## src/rtl/mem_port_arbiter.sv

```systemverilog
// Arbitrates one single-port sync-read memory between fetch and data ports.
// Define ARB_STATS_EN to add saturating conflict and fetch-stall counters.
module mem_port_arbiter #(
  parameter int unsigned ADDR_WIDTH = 12,
  parameter int unsigned DATA_WIDTH = 32,
  parameter logic [31:0] MMIO_BASE  = 32'h4000,
  parameter int unsigned MAX_WAIT   = 4
) (
  input  logic                    clk_i,
  input  logic                    rst_ni,
  input  logic                    imem_rd_i,
  input  logic [31:0]             imem_addr_i,
  output logic                    imem_gnt_o,
  output logic [DATA_WIDTH-1:0]   inst_o,
  output logic                    inst_valid_o,
  input  logic                    dmem_rd_i,
  input  logic                    dmem_wr_i,
  input  logic [DATA_WIDTH/8-1:0] dmem_strobe_i,
  input  logic [31:0]             dmem_addr_i,
  input  logic [DATA_WIDTH-1:0]   dmem_wdata_i,
  output logic                    dmem_ready_o,
  output logic [DATA_WIDTH-1:0]   dmem_rdata_o,
  output logic                    dmem_rdata_valid_o,
  output logic                    mem_en_o,
  output logic [DATA_WIDTH/8-1:0] mem_strobe_o,
  output logic [ADDR_WIDTH-1:0]   mem_addr_o,
  output logic [DATA_WIDTH-1:0]   mem_wdata_o,
  input  logic [DATA_WIDTH-1:0]   mem_rdata_i
`ifdef ARB_STATS_EN
  ,
  output logic [15:0]             conflict_cnt_o,
  output logic [15:0]             fetch_stall_cnt_o
`endif
);

  localparam logic [3:0] WMAX = 4'(MAX_WAIT);

  typedef enum logic [2:0] {
    T_NONE,
    T_IRD,
    T_DRD,
    T_DMMIO,
    T_IRD_DMMIO
  } tag_e;

  tag_e       tag_q, tag_d;
  logic [3:0] wait_q, wait_d;
  logic       d_req, d_mmio, d_mem;
  logic       d_wr, d_rd;
  logic       force_fetch, f_gnt, d_gnt;
  logic       unused_addr;

  assign unused_addr = ^{imem_addr_i[31:ADDR_WIDTH+2],
                         imem_addr_i[1:0]};

  // Combinational outputs are gated so they read 0 while in reset.
  always_comb begin
    d_req       = rst_ni & (dmem_rd_i | dmem_wr_i);
    d_wr        = dmem_wr_i;
    d_rd        = dmem_rd_i & ~dmem_wr_i;
    d_mmio      = dmem_addr_i >= MMIO_BASE;
    d_mem       = d_req & ~d_mmio;
    force_fetch = imem_rd_i & (wait_q == WMAX);
    f_gnt       = rst_ni & imem_rd_i & (force_fetch | ~d_mem);
    d_gnt       = d_mem & ~f_gnt;
  end

  always_comb begin
    imem_gnt_o   = f_gnt;
    dmem_ready_o = d_gnt | (d_req & d_mmio);
    mem_en_o     = f_gnt | d_gnt;
    mem_strobe_o = '0;
    mem_addr_o   = '0;
    mem_wdata_o  = '0;
    if (f_gnt) begin
      mem_addr_o = imem_addr_i[ADDR_WIDTH+1:2];
    end else if (d_gnt) begin
      mem_addr_o = dmem_addr_i[ADDR_WIDTH+1:2];
      if (d_wr) begin
        mem_strobe_o = dmem_strobe_i;
        mem_wdata_o  = dmem_wdata_i;
      end
    end
  end

  always_comb begin
    tag_d = T_NONE;
    if (f_gnt & d_req & d_mmio & d_rd) begin
      tag_d = T_IRD_DMMIO;
    end else if (f_gnt) begin
      tag_d = T_IRD;
    end else if (d_gnt & d_rd) begin
      tag_d = T_DRD;
    end else if (d_req & d_mmio & d_rd) begin
      tag_d = T_DMMIO;
    end
  end

  always_comb begin
    wait_d = 4'd0;
    if (imem_rd_i & ~f_gnt) begin
      wait_d = (wait_q == WMAX) ? wait_q : wait_q + 4'd1;
    end
  end

  always_ff @(posedge clk_i or negedge rst_ni) begin
    if (!rst_ni) begin
      tag_q  <= T_NONE;
      wait_q <= 4'd0;
    end else begin
      tag_q  <= tag_d;
      wait_q <= wait_d;
    end
  end

  always_comb begin
    inst_valid_o       = 1'b0;
    inst_o             = '0;
    dmem_rdata_valid_o = 1'b0;
    dmem_rdata_o       = '0;
    unique case (tag_q)
      T_IRD: begin
        inst_valid_o = 1'b1;
        inst_o       = mem_rdata_i;
      end
      T_DRD: begin
        dmem_rdata_valid_o = 1'b1;
        dmem_rdata_o       = mem_rdata_i;
      end
      T_DMMIO: begin
        dmem_rdata_valid_o = 1'b1;
      end
      T_IRD_DMMIO: begin
        inst_valid_o       = 1'b1;
        inst_o             = mem_rdata_i;
        dmem_rdata_valid_o = 1'b1;
      end
      default: ;
    endcase
  end

`ifdef ARB_STATS_EN
  always_ff @(posedge clk_i or negedge rst_ni) begin
    if (!rst_ni) begin
      conflict_cnt_o    <= 16'd0;
      fetch_stall_cnt_o <= 16'd0;
    end else begin
      if (imem_rd_i & d_mem & ~&conflict_cnt_o) begin
        conflict_cnt_o <= conflict_cnt_o + 16'd1;
      end
      if (imem_rd_i & ~f_gnt & ~&fetch_stall_cnt_o) begin
        fetch_stall_cnt_o <= fetch_stall_cnt_o + 16'd1;
      end
    end
  end
`endif

endmodule

```

## config.mk

```make
export PLATFORM = sky130hd
export DESIGN_NAME = mem_port_arbiter
export DESIGN_NICKNAME = d
export VERILOG_FILES = /design/src/rtl/mem_port_arbiter.sv
export SDC_FILE = /design/constraint.sdc
export NUM_CORES = 1
export LEC_CHECK = 0
export ABC_AREA = 1
export CAP_MARGIN = 20
export CELL_PAD_IN_SITES_DETAIL_PLACEMENT = 0
export CELL_PAD_IN_SITES_GLOBAL_PLACEMENT = 1
export CORE_MARGIN = 2
export CORE_UTILIZATION = 12
export CTS_BUF_LIST = sky130_fd_sc_hd__clkbuf_8
export CTS_CLUSTER_DIAMETER = 200
export DETAILED_ROUTE_END_ITERATION = 8
export GPL_TIMING_DRIVEN = 0
export PLACE_DENSITY = 0.87
export SYNTH_ARGS = -nofsm -noshare
export SYNTH_HDL_FRONTEND = slang
export SYNTH_SLANG_ARGS = --single-unit
```

## constraint.sdc

```tcl
create_clock -name clk_i -period 2 [get_ports clk_i]
set_input_delay 0.4 -clock clk_i [delete_from_list [all_inputs] [get_ports clk_i]]
set_output_delay 0.4 -clock clk_i [all_outputs]
set_load 0.02 [all_outputs]
```

## Word-level counts from Yosys, hierarchy flattened

Cells that the tools add are included.

| cells by class | value |
|---|---|
| $add $sub $neg | 1 |
| order comparisons | 1 |
| equality and inequality tests | 6 |
| muxes and demuxes | 18 |
| bitwise logic cells | 22 |
| reductions and logical operators | 2 |

Operators by type and width:

| kind | number |
|---|---|
| 2-to-1 mux 32 bit | 5 |
| >= comparator 32 x 15 -> 1 bit, second input constant | 1 |
| 2-to-1 mux 12 bit | 2 |
| 2-to-1 mux 4 bit | 5 |
| bitwise AND 1 bit | 14 |
| == test 3 x 2 -> 1 bit, second input constant | 2 |
| 2-to-1 mux 2 bit | 3 |
| adder 4 x 1 -> 4 bit, second input constant | 1 |
| == test 4 x 3 -> 1 bit, second input constant | 1 |
| inverter 1 bit | 4 |
| bitwise OR 1 bit | 4 |
| == test 3 x 1 -> 1 bit, second input constant | 1 |
| == test 3 bit, second input constant | 1 |
| 2-to-1 mux 3 bit | 1 |
| OR reduction 3 bit | 1 |
| 2-to-1 mux 1 bit | 2 |
| != test 2 bit, second input constant | 1 |
| OR reduction 2 bit | 1 |

| word-level totals | value |
|---|---|
| flip-flop bits (word level) | 7 |
| input port bits | 137 |
| output and inout bits | 117 |
| logic and storage cells | 52 |

## Logic depth before layout (Yosys ltp)

Gate-level depths: netlist (run 1).

| logic depth | value |
|---|---|
| depth after elaboration | 12 |
| gate-level depth with buffers | 9 |
| depth with buffers taken out | 9 |

## Worst setup path before layout (run 1)

No wires, ideal clock.

| path | value |
|---|---|
| path type | reg-to-output |
| start point | register wait_q[0] |
| end point | output mem_addr_o[2] |
| arrival | 1.702 ns |
| path slack | -0.102 ns |
| cell stages (with the launch flop) | 10 |
| path buffers | 1 |
| cells stage by stage | dfrtp_1 -> inv_1 -> ha_1 -> nand2_1 -> nor2_2 -> inv_2 -> nand3_1 -> nand2_2 -> buf_6 -> o21ai_0 |

| on the way | value |
|---|---|
| word-level cells in the longest chain between the ends | 8 |

RTL lines:

| what | line | source |
|---|---|---|
| start, declared | 47 | `logic [3:0] wait_q, wait_d;` |
| start signal, assigned | 112 | `wait_q <= wait_d;` |
| == test 4 x 3 -> 1 bit * | 63 | `force_fetch = imem_rd_i & (wait_q == WMAX);` |
| bitwise AND 1 bit * | 63 |  |
| bitwise OR 1 bit * | 64 | `f_gnt = rst_ni & imem_rd_i & (force_fetch \| ~d_mem);` |
| bitwise AND 1 bit * | 64 |  |
| inverter 1 bit | 65 | `d_gnt = d_mem & ~f_gnt;` |
| bitwise AND 1 bit | 65 |  |
| 2-to-1 mux 12 bit | 77 | `end else if (d_gnt) begin` |
| 2-to-1 mux 12 bit * | 75 | `if (f_gnt) begin` |
| end, declared | 26 | `output logic [ADDR_WIDTH-1:0] mem_addr_o,` |

Every way passes the cells marked *; elsewhere a longest branch is shown, timed or not.

## Worst setup path in the final report (run 1)

| path | value |
|---|---|
| start point | register wait_q[0] |
| end point | output mem_addr_o[7] |

The elaborated chain is that of the path after synthesis.

==> impl_metrics.csv, run 1 <==
group,metric,value,unit
outcome,outcome,"finished, violations left",
outcome,violations,"setup timing",
clock_network,numCtsBuffers,3,
yosys,avgSynthCellArea,5.14,um^2
worst_setup_path,critical_path_class,"reg2out",
power,peakVddDrop,0.000132,V
worst_setup_path,worst_path_most_repeated_cell,"buf_6",
floorplan,rows,41,
worst_setup_path,critical_path.cell_chain,"inv_2, ha_4, nand2_4, nor2_4, inv_4, buf_4, nand3_4, nand2_8, buf_6, o21ai_4, buf_6",
floorplan,initial_core_util,0.122,
clock_network,holdBufCountCts,0,
worst_setup_path,worst-path-stages,11,
worst_setup_path,startpoint,"wait_q[0]",
timing,hold_viol_final,0,
yosys,synth_top_flop_cell,"dfrtp_1",
yosys,syn_area,1520,um^2
floorplan,dieArea,13600,um^2
worst_setup_path,critPathBufInv,5,
worst_setup_path,cp_top_family,"buffers and inverters",
finish,fillers,1369,
worst_setup_path,critPathMaxStageDelay,0.38,ns
route,first_pass_iters,4,
timing,slew_headroom,0.816,
worst_setup_path,cp-endpoint,"mem_addr_o[7]",
placement,portBuffers,231,
floorplan,coreArea,12500,um^2
worst_setup_path,r2r_slack,0.36,ns
grt,overflow,0,
yosys,synth_edf_count,0,
timing,rsz0062_at_grt,"true",
clock_network,clockBufferDepth,2,
worst_setup_path,cp.required,1.60,ns
power,p_leak,2.43,nW
worst_setup_path,cp-start-kind,"flop",
timing,worst_slack,-0.229,ns
placement,gp_congestion,0.805,
route,drt_iter0_markers,63,
worst_setup_path,arrival,1.83,ns
yosys,synthArstFlopShare,1.00,
worst_setup_path,cp_max_fo,6,
yosys,ys_types,24,
yosys,ys_seq_area_frac,0.115,
grt,grt.total_usage,0.113,
route,ant_nets,0,
timing,finalCritPeriodShare,1.11,
route,via_per_inst,3.76,
finish,multi_input_area,1230,um^2
power,p_int,0.631,mW
job,maxCapViolCount,0,
finish,nets,710,
worst_hold_path,min_path_type,"in2async",
grt,antenna_found_initial,0,
grt,grt_max_degree,11,
placement,post-dp-hpwl,6650,um
timing,worstMarginPinSlew,0.275,ns
finish,diodes,0,
route,drt-total-wl,8820,um
yosys,syn_inst,296,
timing,min_period,2.23,ns
worst_setup_path,reg2reg_depth,11,
route,wl_per_cell,11.9,um
clock_network,cts_root_buffer,"clkbuf_8",
power,clock_power_share,0.182,
clock_network,clock_latency,0.22,ns
worst_setup_path,regToRegEndpoint,"tag_q[0]",
clock_network,clk_pin_slew,0.04,ns
grt,grt_pass1_wl,12400,um
timing,timing.fmax,0.449,GHz
yosys,synth-seq-cells,7,
worst_setup_path,slowest_stage,"dfrtp_1",
clock_network,cts_max_level,1,
power,swShare,0.375,
timing,fin_skew,0.00184,ns
yosys,yosys_warnings,0,
route,num_vias,2791,
clock_network,cts_tree,"yes",
floorplan,die_w,117,um
worst_setup_path,critPathCaptureType,"output port",
floorplan,io_pins,254,
power,switching_power,0.378,mW
clock_network,cts.sinks,7,
finish,utilization,0.368,
timing,setup_tns,-8.30,ns
power,power_frac_seq,0.155,
power,pwr_density_cell,219,nW/um^2
grt,grt_pass1_vias,2681,
route,drc_errors,0,
worst_setup_path,rr_startpoint,"wait_q[0]",
finish,syn_to_final_growth,202,%
floorplan,fp.dieH,117,um
finish,seq_area,175,um^2
yosys,synth_nets,435,
power,combPwrFrac,0.663,
timing,setup_viol,49,
finish,drive_gt1_frac,0.407,
timing,slew_viol_final,0,
[worst min-delay path by stage]
stage                 to  cells past startpoint
3_5_place_dp   wait_q[3]                      2
5_1_grt        wait_q[1]                      1
2_1_floorplan   tag_q[0]                      0
4_1_cts        wait_q[3]                      1
3_3_place_gp   wait_q[3]                      2
6_report       wait_q[2]                      1
[cells in the final DEF, fill, tap and decap left out, types with 3 or more instances in the layout]
master            n
clkdlybuf4s50_1  94
inv_1            90
nor2_1           77
buf_6            55
buf_4            32
buf_2            32
nor2_4           27
clkbuf_2         24
nor2_2           18
dlygate4sd2_1    16
clkdlybuf4s15_1  13
o211ai_1         12
nand2_1          11
o21ai_2          10
dfrtp_1           7
clkbuf_8          6
nand3_1           5
buf_12            5
o21ai_4           3
[timing repair]
action / 4_1_cts / 5_1_grt
buffers inserted: 27 / 10
endpoints found under the setup margin: 115 / 98
pin swaps: 28 / 27
resized for setup: 515 / 162
cloned: 6 / 1
[routing by layer]
layer	track usage	vias up	share of wire
li1	-	1397	-
met4	0.0204	0	0.0075
met1	0.122	1275	0.36
met5	0	-	0
met3	0.0197	8	0.072
met2	0.228	111	0.56
[flip-flops by register name, summed over array words and instances (netlist names)]
| register | cells |
|---|---|
| tag_q | 3 |
| wait_q | 4 |
[synthesized netlist by cell type (2+ instances only)]
master	count	area, um^2
xor2_1	2	17.5
nand2_1	13	48.8
buf_6	4	45.0
ha_1	2	25.0
clkbuf_1	8	30.0
o21ai_0	11	55.1
nor2_2	31	194
o211ai_1	12	90.1
nand3_1	7	35.0
a21oi_1	2	10.0
inv_1	92	345
nor2_1	90	338
dfrtp_1	7	175
o21ai_1	5	25.0
[power by group through the flow]
stage | sequential, mW | combinational, mW | clock, mW
finish | 0.156 | 0.669 | 0.183
CTS | 0.155 | 0.649 | 0.189
global route | 0.157 | 0.720 | 0.197
floorplan | 0.156 | 0.229 | 0
global placement | 0.157 | 0.610 | 0
detailed placement | 0.158 | 0.617 | 0
[layout make-up]
class	count	area share
inverters	93	0.0770
multi-input cells	184	0.267
clock inverters	1	0.000816
repair buffers	269	0.527
flip-flops and latches	7	0.0381
well taps	172	0.0468
clock buffers	3	0.00897
plain buffers	13	0.0343
[metrics by stage]
stage	total power, mW	setup WS, ns	hold WS [ns]	instances	instance area [um^2]
2_1_floorplan	0.385	-0.102	0.104	296	1520
3_3_place_gp	0.768	-1.13	0.558	699	4050
3_5_place_dp	0.775	-1.14	0.591	699	4050
4_1_cts	0.993	-0.371	0.138	736	4620
5_1_grt	1.07	-0.313	0.158	742	4600
6_report	1.01	-0.229	0.148	742	4600
[cells by family (layout without fill, tap and decap cells)]
logic type | Yosys count | after routing | synth area share
buf+inv | 106 | 379 | 0.284
compound gates | 32 | 33 | 0.137
fa+ha+maj | 2 | 2 | 0.0164
simple gates | 147 | 147 | 0.437
xor+xnor | 2 | 2 | 0.0115
flops | 7 | 7 | 0.115
Note: power is estimated with default switching activity, not from simulation.
==> inputs of run 2 (changes only) <==
ABC_CLOCK_PERIOD_IN_PS = 2000   (was default)
==> results of run 2 <==
Final layout, timing and power as in run 1 (identical DEF).
==> inputs of run 3 (changes only) <==
PLACE_DENSITY = default   (was 0.87)
PLACE_DENSITY_LB_ADDON = 0.08   (was default)
==> run 3 against run 2 <==
Net effect: the run still ends with setup timing left; clock power about the same; critical path depth unchanged; combinational power about the same; sequential power about the same; register-to-register slack improved by 0.03 ns; critical path type unchanged.
==> impl_metrics.csv, run 3 (synthesized netlist as in run 1, its figures left out) <==
group,metric,value,unit
outcome,violations,"setup timing",
route,wl_per_cell,12.1,um
timing,setup_tns,-8.03,ns
placement,dp_cells,699,
finish,syn_to_final_growth,204,%
worst_setup_path,cp.required,1.60,ns
grt,grt_use_met3,0.0343,
route,drc_errors,0,
clock_network,cts_max_level,1,
finish,mostFrequentLayoutCell,"clkdlybuf4s50_1",
finish,multi_input_area,1180,um^2
power,p_int,0.632,mW
grt,use_met1,0.128,
timing,timing.fmax,0.444,GHz
clock_network,cts.sinks,7,
worst_setup_path,critical_path_class,"reg2out",
route,first_pass_iters,2,
floorplan,io_pins,254,
grt,grt_pass1_vias,2517,
power,combPwrFrac,0.662,
placement,gp_congestion,0.670,
route,via_per_inst,3.66,
finish,instances_no_fill,747,
finish,largest_reg_flops,4,
timing,worstMarginPinSlew,0.277,ns
timing,min_period,2.25,ns
grt,grtUsageMet2,0.231,
placement,portBuffers,231,
placement,post-dp-hpwl,6950,um
clock_network,clockBufferDepth,2,
finish,diodes,0,
route,drt-total-wl,9080,um
finish,final_cell_mix,"94 x clkdlybuf4s50_1, 90 x inv_1, 75 x nor2_1",
clock_network,numCtsBuffers,3,
floorplan,dieArea,13600,um^2
grt,grt_pass1_wl,12700,um
timing,worst_slack,-0.252,ns
worst_setup_path,cp-start-kind,"flop",
finish,nets,715,
grt,grt.total_usage,0.118,
timing,hold_viol_final,0,
timing,fin_skew,0.000554,ns
power,p_leak,2.47,nW
floorplan,coreArea,12500,um^2
grt,grt_max_degree,11,
route,num_vias,2733,
floorplan,fp.dieH,117,um
grt,grt-busiest-layer,"met2",
finish,seq_area,175,um^2
timing,rsz0062_at_grt,"true",
worst_hold_path,min_path_type,"in2async",
route,drt_iter0_markers,38,
finish,fillers,1414,
power,power_frac_seq,0.155,
worst_setup_path,arrival,1.85,ns
power,finalPower,1.01,mW
route,ant_nets,0,
power,peakVddDrop,0.000131,V
grt,overflow,0,
finish,design_area,4630,um^2
power,switching_power,0.376,mW
clock_network,clk_pin_slew,0.04,ns
timing,finalCritPeriodShare,1.13,
power,pwr_density_cell,218,nW/um^2
power,swShare,0.373,
timing,slew_headroom,0.815,
grt,antenna_found_initial,0,
clock_network,cts_root_buffer,"clkbuf_8",
outcome,outcome,"finished, violations left",
worst_setup_path,cp_max_fo,5,
clock_network,cts_tree,"yes",
floorplan,rows,41,
timing,setup_viol,49,
finish,largest-register,"wait_q",
power,clock_power_share,0.184,
floorplan,initial_core_util,0.122,
finish,reg_top3,"wait_q x4, tag_q x3",
clock_network,holdBufCountCts,0,
job,maxCapViolCount,0,
finish,drive_gt1_frac,0.417,
timing,slew_viol_final,0,
worst_setup_path,critPathCaptureType,"output port",
placement,placed_cell_area,4050,um^2
clock_network,clock_latency,0.22,ns
floorplan,die_w,117,um
-- run 3: cell count changes in the layout (fill, tap and decap cells not counted), moves of 3 or more --
cell | previous run | this run
buf_2 | 32 | 48
clkdlybuf4s15_1 | 13 | 10
buf_4 | 32 | 35
nor2_4 | 27 | 23
clkbuf_2 | 24 | 6
nor2_2 | 18 | 24
dlygate4sd2_1 | 16 | 19
-- run 3: repair_timing --
item | CTS | global route
endpoints found under the setup margin | 115 | 101
pin swaps | 32 | 17
cloned | 7 | 0
gates resized for setup | 569 | 113
setup buffers | 33 | 10
-- run 3: final timing paths --
check | depth (start not counted) | from | endpoint | slack, ns
min reg2reg | 2 | wait_q[3] | wait_q[3] | 0.61
min in group clk_i | 3 | rst_ni | tag_q[1] | 0.58
max in group asynchronous | 1 | rst_ni | wait_q[3] | 1.73
max | 11 | wait_q[1] | mem_wdata_o[13] | -0.25
max reg2reg | 11 | wait_q[1] | tag_q[0] | 0.39
min | 1 | rst_ni | tag_q[2] | 0.05
-- run 3: cell type report --
type | count | area share
buffer | 10 | 0.0222
clock buffer | 3 | 0.00893
clock inverter | 1 | 0.000811
inverter | 93 | 0.0765
multi-input combinational | 184 | 0.256
sequential | 7 | 0.0379
tap | 172 | 0.0465
timing repair buffer | 277 | 0.551
-- run 3: worst max-delay path: stages (launching register included) --
cell and delay, ns:
dfrtp_1 0.37, inv_2 0.09, ha_4 0.15, nand2_4 0.05, nor2_4 0.13, inv_4 0.06
o211ai_4 0.22, buf_12 0.16, buf_8 0.11, buf_16 0.12, nor2_4 0.04, buf_6 0.12
-- run 3: metrics by stage --
stage               hold slack [ns]  utilization  worst slack (ns)
finish                       0.0549        0.370            -0.252
global route                 0.0543        0.370            -0.320
CTS                           0.159        0.369            -0.301
detailed placement            0.571        0.323             -1.13
global placement              0.575        0.323             -1.13
floorplan                     0.104            -            -0.102
-- run 3: power groups by stage --
stage | combinational (mW) | clock, mW | sequential (mW)
floorplan | 0.229 | 0 | 0.156
detailed placement | 0.621 | 0 | 0.157
CTS | 0.656 | 0.193 | 0.156
global placement | 0.622 | 0 | 0.157
global route | 0.725 | 0.204 | 0.156
finish | 0.667 | 0.185 | 0.156
-- run 3: per-layer routing --
| metal | share of wire | up-vias |
|---|---|---|
| met5 | 0 | - |
| met1 | 0.37 | 1198 |
| met3 | 0.11 | 2 |
| li1 | - | 1404 |
| met2 | 0.52 | 129 |
| met4 | 0.00066 | 0 |
